===== config.mk =====
export PLATFORM = sky130hd
export DESIGN_NAME = fpu_ctrl_div_sqrt_seq
export DESIGN_NICKNAME = d
export VERILOG_FILES = /design/src/rtl/fpu_ctrl_div_sqrt_seq.sv
export SDC_FILE = /design/constraint.sdc
export NUM_CORES = 1
export LEC_CHECK = 0
export BUFFER_PORTS_ARGS = -buffer_cell sky130_fd_sc_hd__buf_2
export CORE_MARGIN = 2
export CORE_UTILIZATION = 45
export CTS_CLUSTER_SIZE = 14
export DETAILED_ROUTE_END_ITERATION = 7
export PLACE_DENSITY_LB_ADDON = 0.12
export RECOVER_POWER = 25
export SLEW_MARGIN = 10
export SYNTH_ARGS = -nofsm -noshare
export SYNTH_HDL_FRONTEND = slang
export SYNTH_SLANG_ARGS = --single-unit

===== constraint.sdc =====
create_clock -name Clk_CI -period 2.4 [get_ports Clk_CI]
set_input_delay 0.72 -clock Clk_CI [delete_from_list [all_inputs] [get_ports Clk_CI]]
set_output_delay 0.72 -clock Clk_CI [all_outputs]
set_load 0.005 [all_outputs]

===== src/rtl/fpu_ctrl_div_sqrt_seq.sv =====
// fpu_ctrl_div_sqrt_seq
// Control sequencer for the iterative divide / square-root unit.
// Accepts one request at a time. Pulses the operand load, then enables the
// mantissa iteration datapath for N steps, strobes the normaliser capture,
// and flags completion. N comes from the precision control sampled at accept.
// The operation can be aborted with a kill.
module fpu_ctrl_div_sqrt_seq #(
    parameter int C_DIV_PC        = 5,
    parameter int C_DIV_FULL_ITER = 25
) (
    input  logic                Clk_CI,
    input  logic                Rst_RBI,
    input  logic                Div_start_SI,
    input  logic                Sqrt_start_SI,
    input  logic                Kill_SI,
    input  logic [C_DIV_PC-1:0] Precision_ctl_SI,
    input  logic                Special_case_SI,
    output logic                Ready_SO,
    output logic                Load_SO,
    output logic                Iter_en_SO,
    output logic [C_DIV_PC-1:0] Iter_cnt_DO,
    output logic                Div_enable_SO,
    output logic                Sqrt_enable_SO,
    output logic                Norm_capture_SO,
    output logic                Done_SO
);

    localparam logic [1:0] S_IDLE = 2'd0;
    localparam logic [1:0] S_LOAD = 2'd1;
    localparam logic [1:0] S_ITER = 2'd2;
    localparam logic [1:0] S_NORM = 2'd3;

    localparam logic [C_DIV_PC-1:0] FULL_ITER = C_DIV_PC'(C_DIV_FULL_ITER);
    localparam logic [C_DIV_PC-1:0] ONE       = C_DIV_PC'(1);

    logic [1:0]          state;
    logic [C_DIV_PC-1:0] iter_cnt;
    logic [C_DIV_PC-1:0] n_latched;
    logic [C_DIV_PC-1:0] n_next;
    logic                div_en;
    logic                sqrt_en;
    logic                done;
    logic                start_req;

    assign start_req = Div_start_SI | Sqrt_start_SI;

    // Iteration count for a request: zero or out-of-range selects full precision.
    always_comb begin
        n_next = FULL_ITER;
        if ((Precision_ctl_SI != '0) && (Precision_ctl_SI < FULL_ITER)) begin
            n_next = Precision_ctl_SI + ONE;
        end
    end

    // Sequencer state, iteration counter, latched mode/iteration count and done flag.
    always_ff @(posedge Clk_CI or negedge Rst_RBI) begin
        if (!Rst_RBI) begin
            state     <= S_IDLE;
            iter_cnt  <= '0;
            n_latched <= '0;
            div_en    <= 1'b0;
            sqrt_en   <= 1'b0;
            done      <= 1'b0;
        end else if (Kill_SI) begin
            state    <= S_IDLE;
            iter_cnt <= '0;
            div_en   <= 1'b0;
            sqrt_en  <= 1'b0;
            done     <= 1'b0;
        end else begin
            done <= 1'b0;
            case (state)
                S_IDLE: begin
                    if (start_req) begin
                        state     <= S_LOAD;
                        div_en    <= Div_start_SI;
                        sqrt_en   <= ~Div_start_SI;
                        n_latched <= n_next;
                        iter_cnt  <= '0;
                    end
                end
                S_LOAD: begin
                    iter_cnt <= '0;
                    state    <= Special_case_SI ? S_NORM : S_ITER;
                end
                S_ITER: begin
                    if (iter_cnt == (n_latched - ONE)) begin
                        iter_cnt <= '0;
                        state    <= S_NORM;
                    end else begin
                        iter_cnt <= iter_cnt + ONE;
                    end
                end
                S_NORM: begin
                    state   <= S_IDLE;
                    done    <= 1'b1;
                    div_en  <= 1'b0;
                    sqrt_en <= 1'b0;
                end
                default: begin
                    state <= S_IDLE;
                end
            endcase
        end
    end

    // Every output is a plain decode of registered state or flags.
    assign Ready_SO        = (state == S_IDLE);
    assign Load_SO         = (state == S_LOAD);
    assign Iter_en_SO      = (state == S_ITER);
    assign Norm_capture_SO = (state == S_NORM);
    assign Iter_cnt_DO     = iter_cnt;
    assign Div_enable_SO   = div_en;
    assign Sqrt_enable_SO  = sqrt_en;
    assign Done_SO         = done;

endmodule


* Word-level counts from Yosys, hierarchy flattened *
Index checks and enable logic that the tools add are counted.

storage, ports and cells
  bits in registers = 15
  input port bits = 11
  output and inout port bits = 12
  logic and storage cells = 46

operators by class
  add/subtract/negate cells = 3
  magnitude comparators = 1
  equality and inequality tests = 6
  muxes and demuxes = 18
  bitwise operators = 3
  reduce and logical (&&, ||, !) cells = 9

operators by type and width
  kind                                                                      count
  5-bit 2-to-1 mux                                                          4
  5-bit case mux with 3 select lines                                        1
  5-bit by 1-bit adder with 5-bit output (second input constant)            2
  2-bit case mux with 4 select lines                                        1
  1-bit 2-to-1 mux                                                          7
  2-bit 2-to-1 mux                                                          3
  3-bit by 2-bit inequality test with 1-bit output (second input constant)  2
  2-bit AND reduction                                                       3
  5-bit equality test                                                       1
  5-bit less-than comparator (second input constant)                        1
  5-bit nonzero test                                                        1
  5-bit by 1-bit subtractor with 5-bit output (second input constant)       1
  2-bit equality test (second input constant)                               2
  1-bit case mux with 2 select lines                                        2
  4-bit nonzero test                                                        1
  3-bit AND reduction                                                       1
  3-bit nonzero test                                                        1
  2-bit by 1-bit equality test with 1-bit output (second input constant)    1
  2-bit logical NOT                                                         1
  1-bit inverter                                                            2
  1-bit logical AND                                                         1
  1-bit OR                                                                  1

* Logic depth before layout (Yosys ltp) *
Gate-level depths: netlist (run 1).

  word-level depth = 5
  mapped depth = 7
  mapped depth without buffers = 7

* Least setup slack after synthesis (run 1) *
No wires, ideal clock.

  path type = reg2reg
  start point = reg state[0]
  end point = reg iter_cnt[2] (netlist: Iter_cnt_DO[2])
  library setup time = 0.121 ns
  arrival time = 1.748 ns
  required time = 2.279 ns
  setup slack = 0.531 ns
  stages on the path, launching flop included = 8
  path buffers = 0
  path through = dfrtp_1 inv_1 ha_1 or3b_1 a21oi_4 nor3b_1 o211ai_1 nand2_1

between the ends
  word-level cells in the longest chain between the ends = 3

RTL lines
  what                                                              RTL line  source
  start, declared                                                   36        logic [1:0] state;
  start signal, assigned                                            84        state <= Special_case_SI ? S_NORM : S_ITER;
  2-bit logical NOT (*)                                             --
  via Ready_SO                                                      18        output logic Ready_SO,
  5-bit case mux with 3 select lines, or another cell as far along  72        case (state)
  5-bit 2-to-1 mux / 2-bit AND reduction (equally long branches)    --
  end signal, assigned                                              91        iter_cnt <= iter_cnt + ONE;
  end, declared                                                     37        logic [C_DIV_PC-1:0] iter_cnt;

Mark *: on every way through the listed nets, which the timed path passes. The rest lies on a longest branch.
A chain may end at the register's enable or synchronous reset.

* Worst setup path in the final report (run 1) *
  start point = reg state[0]
  end point = reg iter_cnt[2] (netlist: Iter_cnt_DO[2])

between the ends
  word-level cells in the longest chain between the ends = 3

RTL lines
  what                                                              RTL line
  2-bit equality test, or another cell as far along                 72
  5-bit case mux with 3 select lines, or another cell as far along  72
  5-bit 2-to-1 mux / 2-bit AND reduction (equally long branches)    --

Parallel ways exist; a longest one is shown, timed or not.

==> results.py, run 1 <==
metrics = {
    "sta": {
        "fin_skew_ns": 0.004737,
        "slew_viol_final": 0,
        "rsz0062_at_grt": "false",
        "tightest_slew_ns": 0.8216,
        "slew_headroom_pct": 45.23,
        "fin_crit_sh_pct": 86.38,
        "fmaxAchievable_mhz": 482.4,
        "fin_ws_ns": 0.3270,
        "finalSetupViolations": 0,
        "finalHoldViolCount": 0,
        "final.setup.tns_ns": 0,
        "min_period_ns": 2.073,
    },
    "synth": {
        "yosys.area.top_type": "dfrtp_1",
        "ys.flop_type": "dfrtp_1",
        "synth_seq_cells": 15,
        "synthArstFlopShare_pct": 100.0,
        "synth_top_cell_area_share_pct": 36.50,
        "syn_area_per_cell_sq_um": 9.703,
        "synth_edf_count": 0,
        "synth_nets": 126,
        "syn_inst": 106,
        "synth.area.top_cells": "dfrtp_1 36%, ha_1 11%, xor2_1 4.3%",
        "synth-seq-area-share_pct": 36.50,
        "ys_types": 37,
        "ys_warn_count": 0,
        "syn_area_sq_um": 1028,
    },
    "place": {
        "hpwl_mm": 1.640,
        "io_buffers": 22,
        "place.gp.congestion": 0.7691,
        "dp.cells": 155,
        "pre_cts_ws_ns": 0.3529,
    },
    "setup_path": {
        "cp.arrival_ns": 2.24,
        "start_kind": "flip-flop",
        "crit_start": "state[0]$_DFFE_PN0P_",
        "cp.required_ns": 2.57,
        "reg2reg_slack_ns": 0.33,
        "reg2reg_depth": 7,
        "criticalPathCategory": "flip-flop to flip-flop",
        "worstReg2RegEnd": "Iter_cnt_DO[2]$_DFFE_PN0P_",
        "reg2reg_from": "state[0]$_DFFE_PN0P_",
        "crit_fanout": 10,
        "critical_path.endpoint_type": "flip-flop",
    },
    "layout": {
        "fin_cells": 159,
        "fillers": 219,
        "layout-drive-gt1-share_pct": 23.66,
        "finalCoreUtilization_pct": 54.54,
        "area_delta_synth_final_pct": 16.18,
        "layout.nets": 152,
        "n_antenna_cell": 0,
    },
    "route": {
        "via_per_inst": 5.415,
        "drt_pass1_iterations": 4,
        "drc_errors": 0,
        "antenna_left": 0,
        "drt_wl_total_mm": 2.072,
        "wl_per_cell_um": 13.03,
        "vias": 861,
        "drt-initial-drc-count": 11,
    },
    "run": {
        "cap_violations": 0,
    },
    "grt": {
        "grt_pass1_wl_mm": 3.636,
        "antenna_found_initial": 0,
        "grt_max_degree": 16,
        "grt_pass1_vias": 851,
        "grt_overflow": 0,
        "track_usage_pct": 18.19,
    },
    "power_and_ir_drop": {
        "power_density_nw_per_um2": 912.1,
        "combPwrFrac_pct": 51.8,
        "p_clk_share_pct": 13.1,
        "p_leak_nw": 0.5606,
        "p_sw_mw": 0.4503,
        "ir_worst_vdd_v": 0.0005091,
        "p_int_mw": 0.6396,
        "power.share.sequential_pct": 35.0,
        "switching_share_pct": 41.31,
        "finalPower_mw": 1.090,
    },
    "floorplan": {
        "core-area_sq_um": 2191,
        "start_util_pct": 46.94,
        "dieArea_sq_um": 2684,
        "top_level_ports": 23,
        "die_y_um": 51.81,
        "die_w_um": 51.81,
        "row_count": 17,
    },
    "cts": {
        "cts-htree-levels": 1,
        "clk_pin_slew_ns": 0.09,
        "numCtsBuffers": 3,
        "clockRootBuffer": "clkbuf_4",
        "cts_buffer_depth": 2,
        "cts_setup_buffers": 0,
        "cts_tree": "done",
        "clk_latency_ns": 0.28,
        "cts-resized-gates": 0,
        "clock_sinks": 15,
        "cts_hold_buf": 0,
    },
    "hold_path": {
        "min_path_type": "input pin to asynchronous set/reset pin",
    },
    "status": {
        "status": "finished, final reports clean",
    },
}
-- placed cells by master, fill, tap and decap left out --
master     netlist  layout
buf_2            0      21
dfrtp_1         15      15
inv_1            9       9
ha_1             9       9
nor2_1           7       7
nand2_1          7       7
nand3_1          6       6
xor2_1           5       5
a21oi_1          5       5
nor2b_1          3       3
xnor2_1          3       3
clkbuf_4         0       3
or3b_1           2       2
or2_2            2       2
nor3b_1          2       2
nor3_1           2       2
o21ai_1          2       2
o2bb2ai_1        2       2
or3_1            2       2
a31oi_1          2       2
o22ai_1          2       2
o21ai_0          2       2
clkbuf_1         1       2
o311a_1          1       1
nor4b_1          1       1
nor3_2           1       1
a22oi_1          1       1
a21oi_4          1       1
and3b_1          1       1
o21a_1           1       1
and2b_1          1       1
nand4bb_1        1       1
a211oi_2         1       1
o311ai_4         1       1
o211ai_1         1       1
a221oi_2         1       1
a22o_1           1       1
a32oi_1          1       1
nor4bb_1         1       1
-- worst max-delay path, stage by stage, from the launching register on --
cell      delay (ns)
dfrtp_1         0.42
inv_1           0.15
ha_1            0.32
or3b_1          0.46
a21oi_4         0.27
nor3b_1         0.09
o211ai_1        0.19
nand2_1         0.07
-- cells by family after synthesis --
kind of cell	Yosys count	share of synthesized area, %
and+or+nand+nor	39	21.90
AOI/OAI and AO/OA	25	20.20
DFF	15	36.50
buffers and inverters	10	3.649
adders and majority gates	9	10.95
xor gates and xnor gates	8	6.813
-- final cells by class --
| class | instances | area (sq um) | share of cell area [%] |
|---|---|---|---|
| clock buffer | 4 | 26.28 | 2.199 |
| inverter | 9 | 33.78 | 2.827 |
| multi-input combinational | 81 | 615.6 | 51.52 |
| sequential | 15 | 375.4 | 31.41 |
| tap | 28 | 35.03 | 2.932 |
| timing repair buffer | 22 | 108.9 | 9.110 |
-- per-layer routing --
layer / GRT usage [%] / up-vias / routed length [um]
met5: 0 / - / 0
met4: 8.333 / 0 / 13
met3: 2.874 / 2 / 63
met2: 29.91 / 14 / 989
met1: 23.40 / 414 / 1005
li1: - / 431 / -
-- synth_stat cells, drive strengths merged (2+ instances only) --
library cell and number:
a31oi 2, nor3b 2, nand2 7, nor2b 3, o22ai 2, a21oi 6, o2bb2ai 2, or2 2
inv 9, nand3 6, o21ai 4, or3 2, xnor2 3, or3b 2, ha 9, xor2 5
nor3 3, dfrtp 15, nor2 7
-- stage by stage --
stage,cell area [sq um],hold WS [ns]
final,1195,0.5034
after global routing,1195,0.5602
after CTS,1196,0.3398
after detailed placement,1170,0.5048
after global placement,1170,0.4998
after floorplan,1028,0.4244
-- state kept, by name (all words and copies together), names as in the netlist --
signal	cells
state	2
Done_SO	1
n_latched	5
Div_enable_SO	1
Iter_cnt_DO	5
Sqrt_enable_SO	1
-- how the worst max path moves through the flow --
stage                                            end  slack (ns)
after detailed placement  Iter_cnt_DO[2]$_DFFE_PN0P_        0.35
after floorplan           Iter_cnt_DO[2]$_DFFE_PN0P_        0.53
final                     Iter_cnt_DO[2]$_DFFE_PN0P_        0.33
after global placement    Iter_cnt_DO[2]$_DFFE_PN0P_        0.42
after global routing      Iter_cnt_DO[2]$_DFFE_PN0P_        0.17
after CTS                 Iter_cnt_DO[2]$_DFFE_PN0P_        0.34
-- power by group through the flow --
stage	combinational [mW]	clock (mW)	sequential, mW
final	0.565	0.143	0.382
after global routing	0.628	0.168	0.392
after CTS	0.571	0.147	0.383
after detailed placement	0.569	0	0.388
after global placement	0.549	0	0.388
after floorplan	0.434	0	0.373
Power figures use the tool's default switching activity.
==> inputs of run 2 (changes only) <==
- CTS_BUF_LIST: unset -> sky130_fd_sc_hd__clkbuf_4 sky130_fd_sc_hd__clkbuf_8 sky130_fd_sc_hd__clkbuf_16
==> run 2 against run 1 <==
Effect of this change: non-clock buffer count is the same; clock skew up 0.0016 ns; cell count stayed put; global-route usage rose by 0.12 points; flip-flop and latch count unchanged; power rose by 1.1%; final area grew 0.31%; critical path depth is the same; combinational power hardly changed; critical path type unchanged; largest power group unchanged.
==> results.py, run 2 (synthesis results as in run 1) <==
metrics = {
    "route": {
        "drt_pass1_iterations": 4,
        "dr.max_layer_used": "met4",
        "drt-met1-wl_mm": 1.016,
        "drt-initial-drc-count": 13,
        "wl_per_cell_um": 13.10,
        "dr_wl_met3_um": 63,
        "route.met2.wl_um": 988,
        "via_per_inst": 5.434,
        "antenna_left": 0,
        "drt_wl_total_mm": 2.083,
        "drc_errors": 0,
        "vias": 864,
    },
    "sta": {
        "fin_skew_ns": 0.006318,
        "fin_ws_ns": 0.3277,
        "min_period_ns": 2.072,
        "tightest_slew_ns": 0.8210,
        "rsz0062_at_grt": "false",
        "finalHoldViolCount": 0,
        "fmaxAchievable_mhz": 482.6,
        "fin_crit_sh_pct": 86.35,
        "finalSetupViolations": 0,
        "slew_headroom_pct": 45.27,
        "final.setup.tns_ns": 0,
        "slew_viol_final": 0,
    },
    "setup_path": {
        "crit_fanout": 10,
        "reg2reg_depth": 7,
        "cp.arrival_ns": 2.24,
        "start_kind": "flip-flop",
        "critical_path.endpoint_type": "flip-flop",
        "reg2reg_slack_ns": 0.33,
        "criticalPathCategory": "flip-flop to flip-flop",
        "cp.required_ns": 2.57,
        "reg2reg_from": "state[0]$_DFFE_PN0P_",
        "worstReg2RegEnd": "Iter_cnt_DO[2]$_DFFE_PN0P_",
    },
    "grt": {
        "antenna_found_initial": 0,
        "grt_pass1_wl_mm": 3.629,
        "grt_pass1_vias": 848,
        "grt_overflow": 0,
        "grt_max_degree": 16,
        "track_usage_pct": 18.31,
    },
    "power_and_ir_drop": {
        "power.share.sequential_pct": 34.7,
        "combPwrFrac_pct": 51.3,
        "switching_share_pct": 40.91,
        "ir_worst_vdd_v": 0.0006043,
        "p_clk_share_pct": 14.1,
        "power_density_nw_per_um2": 919.1,
        "p_sw_mw": 0.4507,
        "p_int_mw": 0.6510,
        "p_leak_nw": 0.5640,
    },
    "layout": {
        "layout_commonest_cell": "buf_2",
        "fin_area_sq_um": 1199,
        "n_antenna_cell": 0,
        "layout.nets": 152,
        "layout-drive-gt1-share_pct": 24.43,
        "area_delta_synth_final_pct": 16.55,
        "fin_cells": 159,
        "final_cell_mix": "21 x buf_2, 15 x dfrtp_1, 9 x inv_1, 9 x ha_1",
    },
    "place": {
        "dp.cells": 155,
        "io_buffers": 22,
        "pre_cts_ws_ns": 0.3529,
        "place.gp.congestion": 0.7691,
        "hpwl_mm": 1.640,
        "place_area_sq_um": 1170,
    },
    "hold_path": {
        "min_path_type": "input pin to asynchronous set/reset pin",
    },
    "cts": {
        "clk_pin_slew_ns": 0.09,
        "cts_tree": "done",
        "cts-htree-levels": 1,
        "cts_buffer_depth": 2,
        "clk_latency_ns": 0.28,
        "clockRootBuffer": "clkbuf_4",
        "cts-resized-gates": 0,
        "cts_setup_buffers": 0,
        "clock_sinks": 15,
        "cts_hold_buf": 0,
        "numCtsBuffers": 3,
    },
    "status": {
        "status": "finished, final reports clean",
    },
    "floorplan": {
        "die_y_um": 51.81,
        "start_util_pct": 46.94,
        "row_count": 17,
        "dieArea_sq_um": 2684,
        "die_w_um": 51.81,
        "core-area_sq_um": 2191,
        "top_level_ports": 23,
    },
    "run": {
        "cap_violations": 0,
    },
}
## run 2: changes by cell type in the layout (fill, tap and decap cells not counted)
| cell | before | now |
|---|---|---|
| clkbuf_1 | 2 | 1 |
| clkbuf_4 | 3 | 4 |
## run 2: worst max-delay path by stage
| stage | from | endpoint | slack (ns) | depth (start not counted) |
|---|---|---|---|---|
| CTS | state[0]$_DFFE_PN0P_ | Iter_cnt_DO[2]$_DFFE_PN0P_ | 0.34 | 7 |
| finish | state[0]$_DFFE_PN0P_ | Iter_cnt_DO[2]$_DFFE_PN0P_ | 0.33 | 7 |
| global route | state[1]$_DFFE_PN0P_ | Iter_cnt_DO[2]$_DFFE_PN0P_ | 0.17 | 7 |
| detailed placement | state[0]$_DFFE_PN0P_ | Iter_cnt_DO[2]$_DFFE_PN0P_ | 0.35 | 7 |
| floorplan | state[0]$_DFFE_PN0P_ | Iter_cnt_DO[2]$_DFFE_PN0P_ | 0.53 | 7 |
| global placement | state[1]$_DFFE_PN0P_ | Iter_cnt_DO[2]$_DFFE_PN0P_ | 0.42 | 7 |
## run 2: through the flow
step	hold slack, ns	util (%)	total power, mW
final	0.5000	54.71	1.102
after global routing	0.5592	54.71	1.201
after CTS	0.3361	54.77	1.114
after detailed placement	0.5048	53.40	0.9573
after global placement	0.4998	53.40	0.9370
after floorplan	0.4244	-	0.8069
## run 2: cell type report
cell class | count | area [sq um]
inverters | 9 | 33.78
clock buffers | 4 | 30.03
flip-flops and latches | 15 | 375.4
fillers | 216 | 992.2
repair buffers | 22 | 108.9
well taps | 28 | 35.03
multi-input cells | 81 | 615.6
## run 2: routing by layer
layer  global-route usage (%)  up-vias
met3                    2.874        2
met5                        0        -
li1                         -      432
met4                    9.649        0
met2                    29.70       14
met1                    23.40      416
## run 2: power by group through the flow
| stage | Sequential [mW] | Clock, mW | Combinational, mW |
|---|---|---|---|
| 2_1_floorplan | 0.373 | 0 | 0.434 |
| 3_3_place_gp | 0.388 | 0 | 0.549 |
| 3_5_place_dp | 0.388 | 0 | 0.569 |
| 4_1_cts | 0.383 | 0.160 | 0.571 |
| 5_1_grt | 0.392 | 0.180 | 0.628 |
| 6_report | 0.382 | 0.155 | 0.565 |
## run 2: worst max-delay path, cell delays in order, from the launching register on
cell and delay, ns:
dfrtp_1 0.42, inv_1 0.15, ha_1 0.32, or3b_1 0.46, a21oi_4 0.26, nor3b_1 0.09, o211ai_1 0.19, nand2_1 0.07
